**config.mk**
```make
export PLATFORM = sky130hd
export DESIGN_NAME = axi_apb_wr_ctrl
export DESIGN_NICKNAME = d
export VERILOG_FILES = /design/src/rtl/axi_apb_pkg.sv /design/src/rtl/axi_chan_hold_reg.sv /design/src/rtl/axi_apb_wr_ctrl.sv
export SDC_FILE = /design/constraint.sdc
export NUM_CORES = 1
export LEC_CHECK = 0
export CAP_MARGIN = 20
export CELL_PAD_IN_SITES_DETAIL_PLACEMENT = 1
export CELL_PAD_IN_SITES_GLOBAL_PLACEMENT = 1
export CORE_MARGIN = 2
export CORE_UTILIZATION = 40
export CTS_CLUSTER_SIZE = 40
export DETAILED_ROUTE_END_ITERATION = 7
export PLACE_DENSITY_LB_ADDON = 0.1
export SLEW_MARGIN = 20
export SYNTH_ARGS = -nofsm -noshare
export SYNTH_HDL_FRONTEND = slang
export SYNTH_SLANG_ARGS = --single-unit
```
**constraint.sdc**
```tcl
create_clock -name clk -period 2.55 [get_ports clk]
set_input_delay 0.3825 -clock clk [delete_from_list [all_inputs] [get_ports clk]]
set_output_delay 0.3825 -clock clk [all_outputs]
set_load 0.05 [all_outputs]
```
**src/rtl/axi_apb_pkg.sv**
```systemverilog
// Shared types and helpers for the AXI-to-APB bridge.
package axi_apb_pkg;

  typedef enum logic [1:0] {
    IDLE   = 2'd0,
    SETUP  = 2'd1,
    ACCESS = 2'd2,
    RESP   = 2'd3
  } wr_state_e;

  localparam logic [1:0] RESP_OKAY   = 2'b00;
  localparam logic [1:0] RESP_SLVERR = 2'b10;

  // Bits needed to hold values 0..n-1, never less than one.
  function automatic int unsigned clog2_w(input int unsigned n);
    return (n <= 1) ? 1 : $clog2(n);
  endfunction

endpackage

```
**src/rtl/axi_chan_hold_reg.sv**
```systemverilog
// Single-entry valid/ready holding register for one AXI channel payload.
module axi_chan_hold_reg #(
  parameter int unsigned WIDTH = 32
) (
  input  logic             clk,
  input  logic             rst_n,
  input  logic             valid,
  output logic             ready_c,
  input  logic [WIDTH-1:0] data,
  input  logic             clear,
  output logic             full,
  output logic [WIDTH-1:0] q
);

  assign ready_c = !full && rst_n;

  // A handshake can only occur while empty, so it never collides with clear.
  always_ff @(posedge clk or negedge rst_n) begin
    if (!rst_n) begin
      full <= 1'b0;
      q    <= '0;
    end else if (valid && ready_c) begin
      full <= 1'b1;
      q    <= data;
    end else if (clear) begin
      full <= 1'b0;
    end
  end

endmodule

```
**src/rtl/axi_apb_wr_ctrl.sv**
```systemverilog
// AXI single-beat write path: pairs AW/W, runs one APB write per pair, returns B.
module axi_apb_wr_ctrl
  import axi_apb_pkg::*;
#(
  parameter int unsigned ADDR_WIDTH     = 32,
  parameter int unsigned DATA_WIDTH     = 32,
  parameter int unsigned TIMEOUT_CYCLES = 16
) (
  input  logic                    clk,
  input  logic                    rst_n,
  input  logic [ADDR_WIDTH-1:0]   awaddr,
  input  logic                    awvalid,
  output logic                    awready,
  input  logic [DATA_WIDTH-1:0]   wdata,
  input  logic [DATA_WIDTH/8-1:0] wstrb,
  input  logic                    wlast,
  input  logic                    wvalid,
  output logic                    wready,
  output logic [1:0]              bresp,
  output logic                    bvalid,
  input  logic                    bready,
  output logic [ADDR_WIDTH-1:0]   paddr,
  output logic                    psel,
  output logic                    penable,
  output logic                    pwrite,
  output logic [DATA_WIDTH-1:0]   pwdata,
  output logic [DATA_WIDTH/8-1:0] pstrb,
  input  logic                    pready,
  input  logic                    pslverr
);

  localparam int unsigned STRB_WIDTH = DATA_WIDTH / 8;
  localparam int unsigned W_WIDTH    = DATA_WIDTH + STRB_WIDTH + 1;
  localparam int unsigned CNT_WIDTH  = clog2_w(TIMEOUT_CYCLES + 1);
  localparam logic [CNT_WIDTH-1:0] CNT_LAST =
    (TIMEOUT_CYCLES == 0) ? '0 : CNT_WIDTH'(TIMEOUT_CYCLES - 1);

  wr_state_e               state;
  wr_state_e               next_state;
  logic                    aw_full;
  logic                    w_full;
  logic [ADDR_WIDTH-1:0]   aw_addr;
  logic [W_WIDTH-1:0]      w_q;
  logic [DATA_WIDTH-1:0]   w_data;
  logic [STRB_WIDTH-1:0]   w_strb;
  logic                    w_last_err;
  logic                    pair_take_c;
  logic                    timeout_c;
  logic [CNT_WIDTH-1:0]    wait_cnt;

  logic                    psel_d;
  logic                    penable_d;
  logic                    pwrite_d;
  logic [ADDR_WIDTH-1:0]   paddr_d;
  logic [DATA_WIDTH-1:0]   pwdata_d;
  logic [STRB_WIDTH-1:0]   pstrb_d;
  logic                    bvalid_d;
  logic [1:0]              bresp_d;

  assign {w_last_err, w_strb, w_data} = w_q;
  assign pair_take_c = (state == IDLE) && aw_full && w_full;
  assign timeout_c   = (TIMEOUT_CYCLES != 0) && (state == ACCESS) && !pready &&
                       (wait_cnt == CNT_LAST);

  axi_chan_hold_reg #(.WIDTH(ADDR_WIDTH)) u_aw_hold (
    .clk     (clk),
    .rst_n   (rst_n),
    .valid   (awvalid),
    .ready_c (awready),
    .data    (awaddr),
    .clear   (pair_take_c),
    .full    (aw_full),
    .q       (aw_addr)
  );

  axi_chan_hold_reg #(.WIDTH(W_WIDTH)) u_w_hold (
    .clk     (clk),
    .rst_n   (rst_n),
    .valid   (wvalid),
    .ready_c (wready),
    .data    ({!wlast, wstrb, wdata}),
    .clear   (pair_take_c),
    .full    (w_full),
    .q       (w_q)
  );

  always_ff @(posedge clk or negedge rst_n) begin
    if (!rst_n) state <= IDLE;
    else        state <= next_state;
  end

  always_comb begin
    next_state = state;
    case (state)
      IDLE:    if (pair_take_c) next_state = w_last_err ? RESP : SETUP;
      SETUP:   next_state = ACCESS;
      ACCESS:  if (pready || timeout_c) next_state = RESP;
      RESP:    if (bready) next_state = IDLE;
      default: next_state = IDLE;
    endcase
  end

  // Registered outputs are computed from the next state so they line up with it.
  always_comb begin
    psel_d    = (next_state == SETUP) || (next_state == ACCESS);
    penable_d = (next_state == ACCESS);
    pwrite_d  = psel_d;
    bvalid_d  = (next_state == RESP);
    paddr_d   = paddr;
    pwdata_d  = pwdata;
    pstrb_d   = pstrb;
    bresp_d   = bresp;
    if (pair_take_c) begin
      if (w_last_err) begin
        bresp_d = RESP_SLVERR;
      end else begin
        paddr_d  = aw_addr;
        pwdata_d = w_data;
        pstrb_d  = w_strb;
      end
    end
    if ((state == ACCESS) && (pready || timeout_c)) begin
      bresp_d = (pready && !pslverr) ? RESP_OKAY : RESP_SLVERR;
    end
  end

  always_ff @(posedge clk or negedge rst_n) begin
    if (!rst_n) begin
      psel    <= 1'b0;
      penable <= 1'b0;
      pwrite  <= 1'b0;
      paddr   <= '0;
      pwdata  <= '0;
      pstrb   <= '0;
      bvalid  <= 1'b0;
      bresp   <= RESP_OKAY;
    end else begin
      psel    <= psel_d;
      penable <= penable_d;
      pwrite  <= pwrite_d;
      paddr   <= paddr_d;
      pwdata  <= pwdata_d;
      pstrb   <= pstrb_d;
      bvalid  <= bvalid_d;
      bresp   <= bresp_d;
    end
  end

  // ACCESS wait counter, saturating so a disabled timeout never wraps.
  always_ff @(posedge clk or negedge rst_n) begin
    if (!rst_n) begin
      wait_cnt <= '0;
    end else if (state == SETUP) begin
      wait_cnt <= '0;
    end else if ((state == ACCESS) && !pready && (wait_cnt != '1)) begin
      wait_cnt <= wait_cnt + CNT_WIDTH'(1);
    end
  end

endmodule

```
# Word level (Yosys, flattened, before mapping)
# Cells that the tools add are included.
dict set report totals {
  word_cells 63
  regBits 151
  out_inout_bits 76
  in_bits 76
}
dict set report op_classes {
  reduce_logical 26
  n_eq_ne 8
  addsub 1
  bitwise 1
  n_mux 14
}
# operator n
set op_table {}
lappend op_table {{$mux W2} 8}
lappend op_table {{$logic_and A1 B1 Y1} 11}
lappend op_table {{$mux W5} 2}
lappend op_table {{$reduce_bool A2 Y1} 5}
lappend op_table {{$eq A2 B2 Y1 const B} 4}
lappend op_table {{$pmux W2 S4} 1}
lappend op_table {{$add A5 B1 Y5 const B} 1}
lappend op_table {{$eq A5 B4 Y1 const B} 1}
lappend op_table {{$logic_not A1 Y1} 5}
lappend op_table {{$ne A5 B5 Y1 const B} 1}
lappend op_table {{$eq A2 B1 Y1 const B} 2}
lappend op_table {{$reduce_and A2 Y1} 2}
lappend op_table {{$mux W1} 3}
lappend op_table {{$logic_not A2 Y1} 1}
lappend op_table {{$logic_or A1 B1 Y1} 2}
lappend op_table {{$not A1 Y1} 1}

# Logic depth before layout (Yosys ltp)
# Gate-level depths: netlist of run 1.
dict set report logic_depth {
  depth_word 8
  ltp_mapped 7
  depth_no_buf 7
}

# Modules after synthesis
# A second synthesis of run 1 with hierarchy kept.
dict set report hier_totals {
  cells_unflattened 365
  hier_area_um2 6037.0
}
# module seq_area_each_um2 instances area_each_um2 cells_per_inst
set by_module_without_submodules {}
lappend by_module_without_submodules {axi_apb_wr_ctrl 1976.9 1 3160.5 210}
lappend by_module_without_submodules {{axi_chan_hold_reg at u_w_hold} 950.9 1 1512.7 83}
lappend by_module_without_submodules {{axi_chan_hold_reg at u_aw_hold} 825.8 1 1363.8 72}

# Worst setup path before layout of run 1
# Ideal clock, no wire load.
dict set report synth_path {
  kind {flip-flop to flip-flop}
  start {reg u_aw_hold.full}
  end {reg u_aw_hold.q[10]}
  t_required_ns 2.425
  setup_time_ns 0.125
  path_slack_ns 0.501
  arrival_ns 1.925
  synth_period_minus_slack_ns 2.049
  n_path_buf 1
  path_stages_with_launch 5
  path_cell_list {dfrtp_1 nor2b_1 nand2_1 buf_2 mux2_2}
}
dict set report synth_between {
  elab_chain_cells 3
}
# element line_no
set synth_lines {}
lappend synth_lines {{start, declared} axi_chan_hold_reg.sv:11} ;# output logic full,
lappend synth_lines {{start signal, assigned} axi_chan_hold_reg.sv:20} ;# full <= 1'b0;
lappend synth_lines {{start signal, assigned} axi_chan_hold_reg.sv:23} ;# full <= 1'b1;
lappend synth_lines {{start signal, assigned} axi_chan_hold_reg.sv:26} ;# full <= 1'b0;
lappend synth_lines {{$logic_not A1 Y1} axi_chan_hold_reg.sv:15} ;# assign ready_c = !full && rst_n;
lappend synth_lines {{$logic_and A1 B1 Y1} axi_chan_hold_reg.sv:15}
lappend synth_lines {{via awready} axi_apb_wr_ctrl.sv:13} ;# output logic awready,
lappend synth_lines {{$logic_and A1 B1 Y1} axi_chan_hold_reg.sv:22} ;# end else if (valid && ready_c) begin
lappend synth_lines {{end signal, assigned} axi_chan_hold_reg.sv:24} ;# q <= data;
lappend synth_lines {{end, declared} axi_chan_hold_reg.sv:12} ;# output logic [WIDTH-1:0] q
# The timed path passes the listed nets, and every way through them passes these cells.
# A chain may end at the register's enable or synchronous reset.

# Worst setup path in the final report of run 1
dict set report layout_path {
  start {in rst_n}
  end {out awready}
}
dict set report layout_between {
  elab_chain_cells 1
}
# element line_no
set layout_lines {}
lappend layout_lines {{start, declared} axi_apb_wr_ctrl.sv:10} ;# input logic rst_n,
lappend layout_lines {{$logic_and A1 B1 Y1} axi_chan_hold_reg.sv:15}
lappend layout_lines {{end, declared} axi_apb_wr_ctrl.sv:13}
# No other way between the ends.

==> run summary, run 1 <==
For the final database, setup skew stands at 6.776 ps. The number of antenna violations at the first check in global routing is 0, and the post-layout minimum cycle time is 2239 ps. The final-report hold violation count was 0; the fraction of the mapped netlist area in compound gates was 2.456%.

The first global-routing pass estimated 21710 µm of wire. On the critical path, the stage with the largest delay is an instance of sky130_fd_sc_hd__dlygate4sd3_1. Sequential cells were found to cover 64.63% of the synthesized design area. The die covers 0.01550 mm². Together, buffers and inverters on the worst path number 3. The setup TNS is 0 ps.

The run finished with clean final reports. Setup repair after global routing left no endpoint under its margin. The post-CTS repair timing setup buffer count is 0.

The layout has 1351 filler cells. STA classifies the critical path endpoint as an output pin. The core region is 0.01437 mm². Before antenna repair, the detailed router went through 4 iterations.

Die height: 124.5 µm. The kind of launch point of the worst setup path is an input pin. The logs give 0 for the number of warning messages in the yosys log and 11.52 mW for the power after layout. Cells fill 55.87% of the core in the end. After synthesis, the cell types taking the most area are sky130_fd_sc_hd__dfrtp_1 (65%), sky130_fd_sc_hd__mux2_2 (22%), sky130_fd_sc_hd__mux2_1 (3.9%). The HPWL after detailed placement is 8697 µm.

Summed over all instances, the cell type with the most area after synthesis is sky130_fd_sc_hd__dfrtp_1. By area, the combinational part of the netlist is dominated by multiplexers. Detailed routing inserted a total of 3532 vias. The number of resized instances in the post-cts repair step is 0, and the highest ir drop seen on vdd is 0.0006247 V. The worst pin sits at a relative slew slack of 50.75%. The share of synthesized area in the top cell type comes to 64.63%.

Compared with the post-synthesis result, the final layout area differs by 38.22%. TritonCTS created 17 clock buffers. The count of buffers from port buffering was 150. On the worst path, the slowest cell contributes a delay of 550 ps. TritonCTS built the clock tree. For this configuration, the core starts out at a cell density of 40.42%.

The kind of cell with the highest combined delay along the critical path is buffers and inverters. The net count after synthesis is 445, and the largest net degree at the start of global routing is 60. The worst register-to-register path ends at pwrite$_DFF_PN0_.

The data arrival time of the worst path is 1860 ps. Number of levels the H-tree was split into: 4. The average cell area after synthesis is 15.91 µm², and the gate count after technology mapping is 365. Setup slack on the critical path of the routed design comes to 311.3 ps.

The number of cell instances on the worst register-to-register path was 7. At the end of the flow, the number of nets in the layout was 603. The logs give 420 ps for the source-to-sink clock delay at the later pin of the worst-skew pair and 18.13% for the all-layer global routing usage. After detailed routing, the average wire length per cell comes to 18.15 µm.

The final critical path takes up 87.79% of the cycle. The logs give 4118 for the number of global-route vias before repair and 446.7 MHz for the maximum clock frequency. The start-to-end type of the worst setup path is input pin to output pin. The detailed router finished its first iteration with 90 violations. Setup violations remaining at the end of the flow were counted as 0. The tools report the total grt overflow as 0.

Of the total synthesized cell area, the portion taken by XOR and XNOR cells is 0%. The tools report the worst slack at placement as 338.2 ps. At the pin with the least slew margin, the transition time is 738.7 ps.

Max-slew violation count: 0. After clock tree synthesis, the clock-pin slew on the worst setup and hold paths is 50 ps. In this run the remaining antenna-violating nets after routing total 0. Cells with a size suffix above 1 make up 28.95% of the layout. The tightest hold path in the finished design has a slack of 448.8 ps. The mapped cell area is 0.005808 mm², and the leakage power of the design is 3.434 nW. In this run the count of I/O pins placed on the die edge is 152. The ratio of routed vias to standard cells was 4.933.

For flop-to-flop paths, the worst setup slack is 330 ps. The worst min-delay path category is input pin to async pin. The synthesized netlist contains 34 unique library cells. The run gives 150 as the number of clock sinks. After detailed routing, the total wire length is 13000 µm. Along the worst path, the maximum fanout reaches 44.

Counting along the longest clock path gives a buffer depth of 2. Counting flops and latches in the post-synthesis netlist gives 150. The synthesized netlist devotes 3.188% of its cell area to simple gates.

The run gives 2170 ps as the worst path required time. Root buffer cell: sky130_fd_sc_hd__clkbuf_16. Dividing total power by cell area gives a power density of 1435 mW/mm².

The floorplan die width came out at 124.5 µm. Routability congestion estimate from global placement: 0.7669. The tools report the total DRC errors in the routed layout as 0. The reg-to-reg critical path startpoint was wait_cnt[0]$_DFFE_PN0P_.

The total of max-cap violations is 0, and the synthesized-area fraction occupied by adder cells is 0.8617%. The initialized floorplan defines 44 standard-cell rows. The number of gates on the worst path with buffers counted is 4, and the count of antenna diodes in the layout is 0. Measured against the total synthesized area, the mux share comes to 26.37%. The critical path goes through dlygate4sd3_1, buf_6, nor2b_1, buf_4.
[cells in the final DEF (no fill, tap or decap), types with 4 or more instances in the layout]
master,count
sky130_fd_sc_hd__mux2_2,116
sky130_fd_sc_hd__buf_4,9
sky130_fd_sc_hd__mux2_1,20
sky130_fd_sc_hd__o21ai_0,4
sky130_fd_sc_hd__nand2_1,12
sky130_fd_sc_hd__clkbuf_8,4
sky130_fd_sc_hd__dfrtp_1,150
sky130_fd_sc_hd__clkbuf_16,17
sky130_fd_sc_hd__ha_1,4
sky130_fd_sc_hd__clkdlybuf4s50_1,147
[worst register-to-register path: stages, from the launching register on]
cell                       delay [ps]
sky130_fd_sc_hd__dfrtp_1          420
sky130_fd_sc_hd__ha_1             250
sky130_fd_sc_hd__and3_1           220
sky130_fd_sc_hd__ha_1             190
sky130_fd_sc_hd__o311ai_0         530
sky130_fd_sc_hd__o31a_1           240
sky130_fd_sc_hd__ha_1             240
sky130_fd_sc_hd__inv_1             70
[layer usage]
| layer | GRT usage [%] | part of all wire (%) | vias up |
|---|---|---|---|
| met3 | 6.615 | 6.9 | 15 |
| met1 | 21.61 | 42 | 1794 |
| met4 | 7.138 | 1.4 | 0 |
| met5 | 0 | 0 | - |
| li1 | - | - | 1614 |
| met2 | 29.96 | 49 | 109 |
[cell type report]
cell class	count	area (µm²)	share of cell area (%)
well taps	184	230.2	2.868
multi-input cells	192	1913	23.83
clock inverters	4	47.55	0.5923
clock buffers	24	491.7	6.125
flip-flops and latches	150	3754	46.76
inverters	3	11.26	0.1403
repair buffers	159	1580	19.69
[kinds of logic (layout without fill, tap and decap cells)]
group / after synthesis / after routing
adders and majority gates: 4 / 4
AOI/OAI and AO/OA: 20 / 20
muxes: 136 / 136
buffers and inverters: 23 / 190
other: 1 / 1
and+or+nand+nor: 31 / 31
DFF: 150 / 150
[state kept, by name, summed over array words and instances, names as in the netlist]
signal and count:
u_w_hold.full 1, pwrite 1, penable 1, paddr 32, u_w_hold.q 37, pwdata 32, bvalid 1, bresp 1
u_aw_hold.q 32, pstrb 4, wait_cnt 5, state 2, u_aw_hold.full 1
[metrics by stage]
stage,cell area (µm²),std cells
floorplan,5808,365
global placement,7478,687
detailed placement,7478,687
CTS,8028,716
global route,8028,716
finish,8028,716
[worst max-delay path by stage]
stage                               startpoint                           to  slack [ps]
finish                                   rst_n                      awready         310
CTS                                      rst_n                      awready         290
global route           wait_cnt[0]$_DFFE_PN0P_             pwrite$_DFF_PN0_         170
detailed placement     wait_cnt[0]$_DFFE_PN0P_             pwrite$_DFF_PN0_         340
global placement       wait_cnt[0]$_DFFE_PN0P_             pwrite$_DFF_PN0_         470
floorplan           u_aw_hold.full$_DFFE_PN0P_  u_aw_hold.q[10]$_DFFE_PN0P_         500
[power by group]
part           switching (mW)  internal, mW
logic                    2.95          2.06
registers               0.659          3.55
clock network           0.888          1.42
[repair_timing]
action,4_1_cts,5_1_grt
hold endpoints to repair,39,0
hold buffers,1,0
endpoints found under the setup margin,0,0
[synth_stat cells]
cell / instances
sky130_fd_sc_hd__o21ai_0: 4
sky130_fd_sc_hd__conb_1: 1
sky130_fd_sc_hd__mux2_2: 116
sky130_fd_sc_hd__o211ai_1: 1
sky130_fd_sc_hd__nand2b_1: 1
sky130_fd_sc_hd__buf_4: 6
sky130_fd_sc_hd__ha_1: 4
sky130_fd_sc_hd__a21oi_1: 3
sky130_fd_sc_hd__o311ai_1: 1
sky130_fd_sc_hd__inv_1: 3
sky130_fd_sc_hd__nor4b_1: 2
sky130_fd_sc_hd__o31a_1: 2
sky130_fd_sc_hd__dfrtp_1: 150
sky130_fd_sc_hd__nand2_1: 12
sky130_fd_sc_hd__or4b_2: 1
sky130_fd_sc_hd__nand3b_1: 2
sky130_fd_sc_hd__and3_1: 1
sky130_fd_sc_hd__clkbuf_1: 3
sky130_fd_sc_hd__a31oi_1: 1
sky130_fd_sc_hd__nor2b_1: 3
sky130_fd_sc_hd__mux2_1: 20
sky130_fd_sc_hd__nand4_1: 1
sky130_fd_sc_hd__nor4_1: 1
sky130_fd_sc_hd__o32ai_1: 1
sky130_fd_sc_hd__buf_2: 8
sky130_fd_sc_hd__a22o_1: 2
sky130_fd_sc_hd__o31ai_1: 2
sky130_fd_sc_hd__nand3_1: 3
sky130_fd_sc_hd__nor4_4: 1
sky130_fd_sc_hd__buf_6: 3
sky130_fd_sc_hd__nor4bb_1: 1
sky130_fd_sc_hd__a2bb2oi_1: 2
sky130_fd_sc_hd__o311ai_0: 1
sky130_fd_sc_hd__nor2_1: 2
Power figures use the tool's default switching activity.
==> inputs of run 2 (changes only) <==
CAP_MARGIN = unset   (was 20)
CORE_MARGIN = unset   (was 2)
==> run summary, run 2 (same netlist as run 1, synthesis figures left out) <==
The flow ran to the end, and the final reports show no timing, DRC or antenna violations. Total grt overflow: 0 (unchanged). The final-report hold violation count was 0 (unchanged).

The flip-flop count of the largest register, all copies and words added was 37 (unchanged). The kind of cell with the highest combined delay on the critical path is compound AO/OA/AOI/OAI gates (was buffers and inverters). The period utilization is 85.67% (was 87.79%). The source-to-sink clock delay at the later pin of the worst-skew pair was 420 ps (about the same); the clock network fraction of design power was 21.6% (was 20.0%). Net switching fraction of the power: 38.92% (was 39.02%).

The tools report the count of hold buffers inserted by post-cts repair as 1 (unchanged). The cell that appears most often on the critical path is sky130_fd_sc_hd__ha_1. The largest fanout on the critical path is 6 (was 44), and the overall via count from detail_route is 3589 (was 3532). The global-route wire length before repair is 20630 µm (was 21710 µm). The number of antenna violations at the first check in global routing is 0 (unchanged), and the count of antenna diodes in the layout is 0 (unchanged).

The leading cell type in the layout, fill and taps excluded was sky130_fd_sc_hd__dfrtp_1 (unchanged). The max-slew headroom at the worst pin was 35.44% (was 50.75%). The largest net degree at the start of global routing is 76 (was 60). The total detailed-routing wirelength came out at 12830 µm (was 13000 µm). Largest register by flop count: u_w_hold.q (unchanged). The delay of the slowest cell on the worst path is 520 ps (was 550 ps), and the routability congestion estimate from global placement is 0.7099 (was 0.7669). For the length of the first detailed-routing pass in iterations, the log shows 3 (was 4). The number of resized instances in the post-cts repair step came out at 0 (unchanged). The run gives 17 (unchanged) as the number of buffers created by CTS. The type of element capturing the critical path was a flip-flop (was an output pin).

The number of levels the H-tree was split into is 4 (unchanged). Worst-path cell chain: ha_1, and3_1, ha_1, o311ai_0, o31a_1, ha_1, inv_1 (was dlygate4sd3_1, buf_6, nor2b_1, buf_4). Number of top-level pins: 152 (unchanged). The net switching power is 4.577 mW (was 4.496 mW), and the layout net count is 601 (was 603). The worst min-delay path category was input pin to async pin (unchanged). The clock input transition at the sequential cells of the worst setup and hold paths came out at 60 ps (was 50 ps). The highest ir drop seen on vdd came out at 0.0007172 V (was 0.0006247 V). The run gives 0 (unchanged) as the final setup violation count. Leakage power of the design: 3.451 nW (was 3.434 nW). Setup repair after global routing left no endpoint under its margin. The instance area at placement is 0.007508 mm² (was 0.007478 mm²), and the number of clock sinks is 150 (unchanged).

The power density over the cells works out to 1448 mW/mm² (was 1435 mW/mm²). The run gives 8606 µm (was 8697 µm) as the sum of net half-perimeters after detailed placement. The root buffer cell is sky130_fd_sc_hd__clkbuf_16 (unchanged).

The fraction of layout instances using a drive strength above 1 is 29.40% (was 28.95%). The post-CTS repair timing setup buffer count was 0 (unchanged). The number of global-route vias before repair was 3955 (was 4118).

The run gives 0.008119 mm² (was 0.008028 mm²) as the post-route standard cell area excluding fillers. The run gives 0 (unchanged) as the total DRC errors in the routed layout. Kind of launch point of the worst setup path: a flip-flop (was an input pin). The run gives 0 (unchanged) as the max-slew violation count. The tools report the number of DRC markers in iteration 0 as 89 (was 90). Top library cells by usage in the layout, fill and taps aside: sky130_fd_sc_hd__dfrtp_1 (150), sky130_fd_sc_hd__clkdlybuf4s50_1 (147), sky130_fd_sc_hd__mux2_2 (116) (unchanged). The internal portion of total power is 7.182 mW (was 7.026 mW), and the setup TNS is 0 ps (unchanged). For the clock skew after layout, the log shows 8.336 ps (was 6.776 ps). The run gives 2910 ps (was 2170 ps) as the worst path required time. The average wire per cell in the routed design works out to 17.96 µm (was 18.15 µm). The combined buffer and inverter count along the critical path works out to 1 (was 3). The master of the slowest instance on the critical path is sky130_fd_sc_hd__o311ai_0 (was sky130_fd_sc_hd__dlygate4sd3_1). The count of filler cells inserted in the layout was 1318 (was 1351); the floorplan die width was 122.5 µm (was 124.5 µm). The ratio of routed vias to standard cells was 5.027 (was 4.933); the total of max-cap violations was 0 (unchanged). The count of buffers from port buffering works out to 150 (unchanged). The number of cells in the design after placement is 681 (was 687).

The count of standard-cell rows came out at 43 (was 44). The run gives 35.8% (was 36.5%) as the share of total power in sequential cells. The post-synthesis to final-layout area growth is 39.79% (was 38.22%), and the die height is 122.5 µm (was 124.5 µm).

The overall die area came out at 0.01501 mm² (was 0.01550 mm²). The post-layout minimum cycle time was 2185 ps (was 2239 ps). The run gives 457.7 MHz (was 446.7 MHz) as the maximum clock frequency.

The effective utilization at floorplan came out at 41.36% (was 40.42%). The run gives 0.01404 mm² (was 0.01437 mm²) as the core footprint. Start-to-end type of the worst setup path: flip-flop to flip-flop (was input pin to output pin). The post-route non-filler standard cell count was 714 (was 716). The maximum clock path buffer count was 2 (unchanged). The final hold slack came out at 367.7 ps (was 448.8 ps). The slew at the pin with the worst max-slew slack was 968.4 ps (was 738.7 ps). The data arrival time of the worst path came out at 2540 ps (was 1860 ps). The tools report the all-layer global routing usage as 18.56% (was 18.13%). TritonCTS built the clock tree. The fraction of power consumed by combinational cells was 42.6% (was 43.4%); the antenna violation net count after detailed routing was 0 (unchanged).
-- run 2: final cells by class --
type                    instances  area, µm²  share of cell area, %
repair buffers                157       1615                  19.90
multi-input cells             192       1913                  23.56
well taps                     180      225.2                  2.774
clock inverters                12      153.9                  1.896
clock buffers                  20      446.7                  5.502
flip-flops and latches        150       3754                  46.23
inverters                       3      11.26                 0.1387
-- run 2: through the flow --
stage,total power [mW],worst slack [ps],util [%]
floorplan,7.509,500.8,-
global placement,9.100,491.4,53.47
detailed placement,9.318,363.0,53.47
CTS,11.91,358.6,57.82
global route,12.37,226.1,57.82
finish,11.76,365.3,57.82
-- run 2: path summary, 6_finish.rpt --
path	start	endpoint	slack, ps	depth (start not counted)
worst min register to register	paddr[13]$_DFFE_PN0P_	paddr[13]$_DFFE_PN0P_	490	1
worst max register to register	wait_cnt[0]$_DFFE_PN0P_	pwrite$_DFF_PN0_	370	7
min in group clk	paddr[13]$_DFFE_PN0P_	paddr[13]$_DFFE_PN0P_	490	1
worst max-delay path	wait_cnt[0]$_DFFE_PN0P_	pwrite$_DFF_PN0_	370	7
max in group asynchronous	rst_n	u_w_hold.q[29]$_DFFE_PN0P_	960	3
worst min-delay path	rst_n	state[0]$_DFF_PN0_	370	2
-- run 2: power groups by stage --
stage,clock network (mW),logic [mW],registers (mW)
global route,2.69,5.29,4.39
finish,2.54,5.01,4.21
floorplan,0,1.54,5.97
detailed placement,0,5.07,4.25
CTS,2.60,5.09,4.22
global placement,0,4.94,4.16
-- run 2: worst reg2reg max path, delay by kind of cell, from the launching register on --
family	cells	cell delay, ps
AO/OA/AOI/OAI	2	760
adder cells (fa/ha/maj)	3	670
flip-flops	1	430
AND/OR/NAND/NOR	1	210
buffers and inverters	1	60
-- run 2: routing by layer --
| layer | track usage [%] | wire length (µm) | up-vias | share of wire (%) |
|---|---|---|---|---|
| met2 | 29.88 | 6320 | 113 | 49 |
| met4 | 6.860 | 157 | 0 | 1.2 |
| met1 | 21.27 | 5213 | 1860 | 41 |
| li1 | - | - | 1606 | - |
| met3 | 9.108 | 1135 | 10 | 8.8 |
| met5 | 0 | 0 | - | 0 |
==> inputs of run 3 (changes only) <==
SYNTH_HIERARCHICAL = 1   (was unset)
==> run summary, run 3 <==
The post-layout minimum cycle time is 2143 ps (was 2185 ps), and the average cell area after synthesis is 16.54 µm² (was 15.91 µm²). For the number of global-route vias before repair, the log shows 4030 (was 3955). Average wire per cell in the routed design: 18.05 µm (was 17.96 µm). For the maximum clock path buffer count, the log shows 2 (unchanged).

Highest ir drop seen on vdd: 0.0007536 V (was 0.0007172 V). The most frequent cell after synthesis was sky130_fd_sc_hd__dfrtp_1 (unchanged). The data arrival time of the worst path was 1760 ps (was 2540 ps); the worst path required time was 2170 ps (was 2910 ps). For the routability congestion estimate from global placement, the log shows 0.7413 (was 0.7099). For the gate count after technology mapping, the log shows 365 (unchanged). The reg-to-reg critical path startpoint is wait_cnt[0]$_DFFE_PN0P_ (unchanged).

Setup repair after global routing left no endpoint under its margin. The leakage power of the design was 3.778 nW (was 3.451 nW); the overall via count from detail_route was 3572 (was 3589). The combined buffer and inverter count along the critical path works out to 3 (was 1).

The largest register by flop count is u_w_hold/q (was u_w_hold.q). Total DRC errors in the routed layout: 20 (was 0). Start-to-end type of the worst setup path: input pin to output pin (was flip-flop to flip-flop). The tools report the antenna violation net count after detailed routing as 0 (unchanged).

The largest fanout on the critical path is 38 (was 6). The max-slew violation count is 0 (unchanged), and the delay of the slowest cell on the worst path is 570 ps (was 520 ps). The clock input transition at the sequential cells of the worst setup and hold paths is 60 ps (about the same), and the floorplan die width is 124.9 µm (was 122.5 µm). The type of element capturing the critical path is an output pin (was a flip-flop). The slack of the worst reg-to-reg path was 410 ps (was 370 ps); the number of top-level pins was 152 (unchanged). The number of buffers created by CTS is 17 (unchanged), and the all-layer global routing usage is 18.32% (was 18.56%).

The largest net degree at the start of global routing came out at 83 (was 76). Leading post-synthesis cells by instance count: sky130_fd_sc_hd__dfrtp_1 (150), sky130_fd_sc_hd__mux2_2 (69), sky130_fd_sc_hd__mux2_4 (48) (was sky130_fd_sc_hd__dfrtp_1 (150), sky130_fd_sc_hd__mux2_2 (116), sky130_fd_sc_hd__mux2_1 (20)). For the number of clock sinks, the log shows 150 (unchanged). The total detailed-routing wirelength was 13000 µm (was 12830 µm); the core footprint was 0.01464 mm² (was 0.01404 mm²). Net count after synthesis: 445 (unchanged). Die height: 124.9 µm (was 122.5 µm). The fraction of layout instances using a drive strength above 1 was 30.04% (was 29.40%); the count of standard-cell rows was 44 (was 43). Worst-path cell chain: dlygate4sd3_1, buf_6, nor2b_1, buf_12 (was ha_1, and3_1, ha_1, o311ai_0, o31a_1, ha_1, inv_1).

Register bit count reported by yosys: 150 (unchanged). The source-to-sink clock delay at the later pin of the worst-skew pair was 410 ps (was 420 ps). Root buffer cell: sky130_fd_sc_hd__clkbuf_16 (unchanged).

Predominant post-synthesis flop cell: sky130_fd_sc_hd__dfrtp_1 (unchanged). The instance area at placement was 0.007729 mm² (was 0.007508 mm²); the number of warning messages in the yosys log was 6 (was 0). Worst min-delay path category: input pin to async pin (unchanged).

The global-route wire length before repair came out at 21780 µm (was 20630 µm). The capture point of the worst reg-to-reg path is wait_cnt[3]$_DFFE_PN0P_ (was pwrite$_DFF_PN0_). The clock skew after layout is 5.639 ps (was 8.336 ps), and the mapped cell area is 0.006037 mm² (was 0.005808 mm²). The post-CTS repair timing setup buffer count is 0 (unchanged). The period utilization works out to 84.02% (was 85.67%). The kind of launch point of the worst setup path was an input pin (was a flip-flop). The length of the first detailed-routing pass in iterations came out at 6 (was 3). Top cells by area in the synthesized netlist: sky130_fd_sc_hd__dfrtp_1 (62%), sky130_fd_sc_hd__mux2_2 (13%), sky130_fd_sc_hd__mux2_4 (12%) (was sky130_fd_sc_hd__dfrtp_1 (65%), sky130_fd_sc_hd__mux2_2 (22%), sky130_fd_sc_hd__mux2_1 (3.9%)). The kind of cell with the highest combined delay on the critical path was buffers and inverters (was compound AO/OA/AOI/OAI gates). The post-synthesis to final-layout area growth works out to 38.03% (was 39.79%). For the maximum clock frequency, the log shows 466.7 MHz (was 457.7 MHz). The count of antenna diodes in the layout was 0 (unchanged).

The logs give 0 (unchanged) for the total grt overflow and 4 (unchanged) for the number of levels the H-tree was split into. The leading cell type in the layout, fill and taps excluded was sky130_fd_sc_hd__dfrtp_1 (unchanged). The number of antenna violations at the first check in global routing is 0 (unchanged). TritonCTS built the clock tree.

The number of enable flip-flop cells after synthesis is 0 (unchanged). Master of the slowest instance on the critical path: sky130_fd_sc_hd__dlygate4sd3_1 (was sky130_fd_sc_hd__o311ai_0). The slew at the pin with the worst max-slew slack came out at 741.6 ps (was 968.4 ps).

Top library cells by usage in the layout, fill and taps aside: sky130_fd_sc_hd__dfrtp_1 (150), sky130_fd_sc_hd__clkdlybuf4s50_1 (147), sky130_fd_sc_hd__mux2_2 (69) (was sky130_fd_sc_hd__dfrtp_1 (150), sky130_fd_sc_hd__clkdlybuf4s50_1 (147), sky130_fd_sc_hd__mux2_2 (116)). The tools report the number of distinct library cells after synthesis as 32 (was 34). The layout net count was 603 (was 601). The flow ran to the end, but the final reports show violations.

The flip-flop count of the largest register, all copies and words added is 37 (unchanged), and the proportion of synthesized chip area in sequential cells is 62.18% (was 64.63%). The setup TNS is 0 ps (unchanged). Number of cell instances on the worst register-to-register path: 6 (was 7).

The power density over the cells was 1436 mW/mm² (was 1448 mW/mm²). The run gives 151 (was 89) as the number of DRC markers in iteration 0. The checks that failed: DRC. The final-report hold violation count is 0 (unchanged). The proportion of register bits with asynchronous set or reset after synthesis is 100.0% (unchanged). The sum of net half-perimeters after detailed placement is 8793 µm (was 8606 µm), and the ratio of routed vias to standard cells is 4.961 (was 5.027). Area share of the largest cell type after synthesis: 62.18% (was 64.63%).

The overall die area was 0.01559 mm² (was 0.01501 mm²). For the final setup violation count, the log shows 0 (unchanged). The count of buffers from port buffering works out to 150 (unchanged). Biggest area consumer among synthesized cells: sky130_fd_sc_hd__dfrtp_1 (unchanged). Effective utilization at floorplan: 41.23% (was 41.36%).

The max-slew headroom at the worst pin was 50.56% (was 35.44%); the post-route standard cell area excluding fillers was 0.008333 mm² (was 0.008119 mm²). Total of max-cap violations: 0 (unchanged).
[run 3: changes by cell type after synthesis, sizes merged, moves of 2 or more]
cell,change
a22o,-2
a2bb2oi,-2
clkbuf,-2
inv,+7
nand2,-10
nor3,+2
nor4b,-2
o21a,+3
o21ai,+3
o2bb2ai,+3
o31a,-2
o31ai,-2
[run 3: area by class of cell]
type / instances / area, µm²
fillers: 1403 / 6311
multi-input cells: 186 / 2095
flip-flops and latches: 150 / 3754
inverters: 10 / 37.54
clock buffers: 21 / 460.4
well taps: 184 / 230.2
clock inverters: 11 / 130.1
repair buffers: 158 / 1627
[run 3: metrics by stage]
step	utilization, %	std cells	setup slack [ps]	hold slack, ps	power (mW)
after floorplan	-	365	560.6	86.91	7.753
after global placement	52.78	687	505.6	313.4	9.345
after detailed placement	52.78	687	422.3	318.0	9.546
after CTS	56.88	720	378.5	471.3	12.13
after global routing	56.90	720	306.1	497.4	12.57
final	56.90	720	407.4	475.4	11.97
[run 3: routing by layer]
| layer | GRT usage [%] | vias to the layer above | wire (µm) |
|---|---|---|---|
| met4 | 6.241 | 0 | 157 |
| met1 | 22.24 | 1859 | 5397 |
| li1 | - | 1604 | - |
| met2 | 30.40 | 97 | 6599 |
| met5 | 0 | - | 0 |
| met3 | 6.271 | 12 | 842 |
[run 3: cell families (layout without fill, tap and decap cells)]
kind of cell,Yosys count,after routing,synth area share [%]
other,1,1,0.06212
adders and majority gates,4,4,0.8290
DFF,150,150,62.18
muxes,137,137,28.54
AOI/OAI and AO/OA,23,23,2.591
and+or+nand+nor,21,21,2.674
buffers and inverters,29,200,3.130
[run 3: repair_timing]
| item | 4_1_cts | 5_1_grt |
|---|---|---|
| endpoints found under the hold margin | 32 | 0 |
| resized for setup | 0 | 0 |
| hold buffers | 1 | 0 |
[run 3: power by group]
group | internal [mW] | switching [mW]
clock network | 1.58 | 0.923
registers | 3.54 | 0.690
logic | 2.29 | 2.94
total | 7.41 | 4.56
[run 3: worst max-delay path by stage]
| stage | startpoint | end | slack (ps) | depth (start not counted) |
|---|---|---|---|---|
| floorplan | wait_cnt[0]$_DFFE_PN0P_ | wait_cnt[3]$_DFFE_PN0P_ | 560 | 6 |
| global placement | wait_cnt[0]$_DFFE_PN0P_ | wait_cnt[3]$_DFFE_PN0P_ | 510 | 6 |
| detailed placement | wait_cnt[0]$_DFFE_PN0P_ | wait_cnt[3]$_DFFE_PN0P_ | 420 | 6 |
| CTS | rst_n | wready | 380 | 4 |
| global route | rst_n | wready | 310 | 4 |
| finish | rst_n | awready | 410 | 4 |
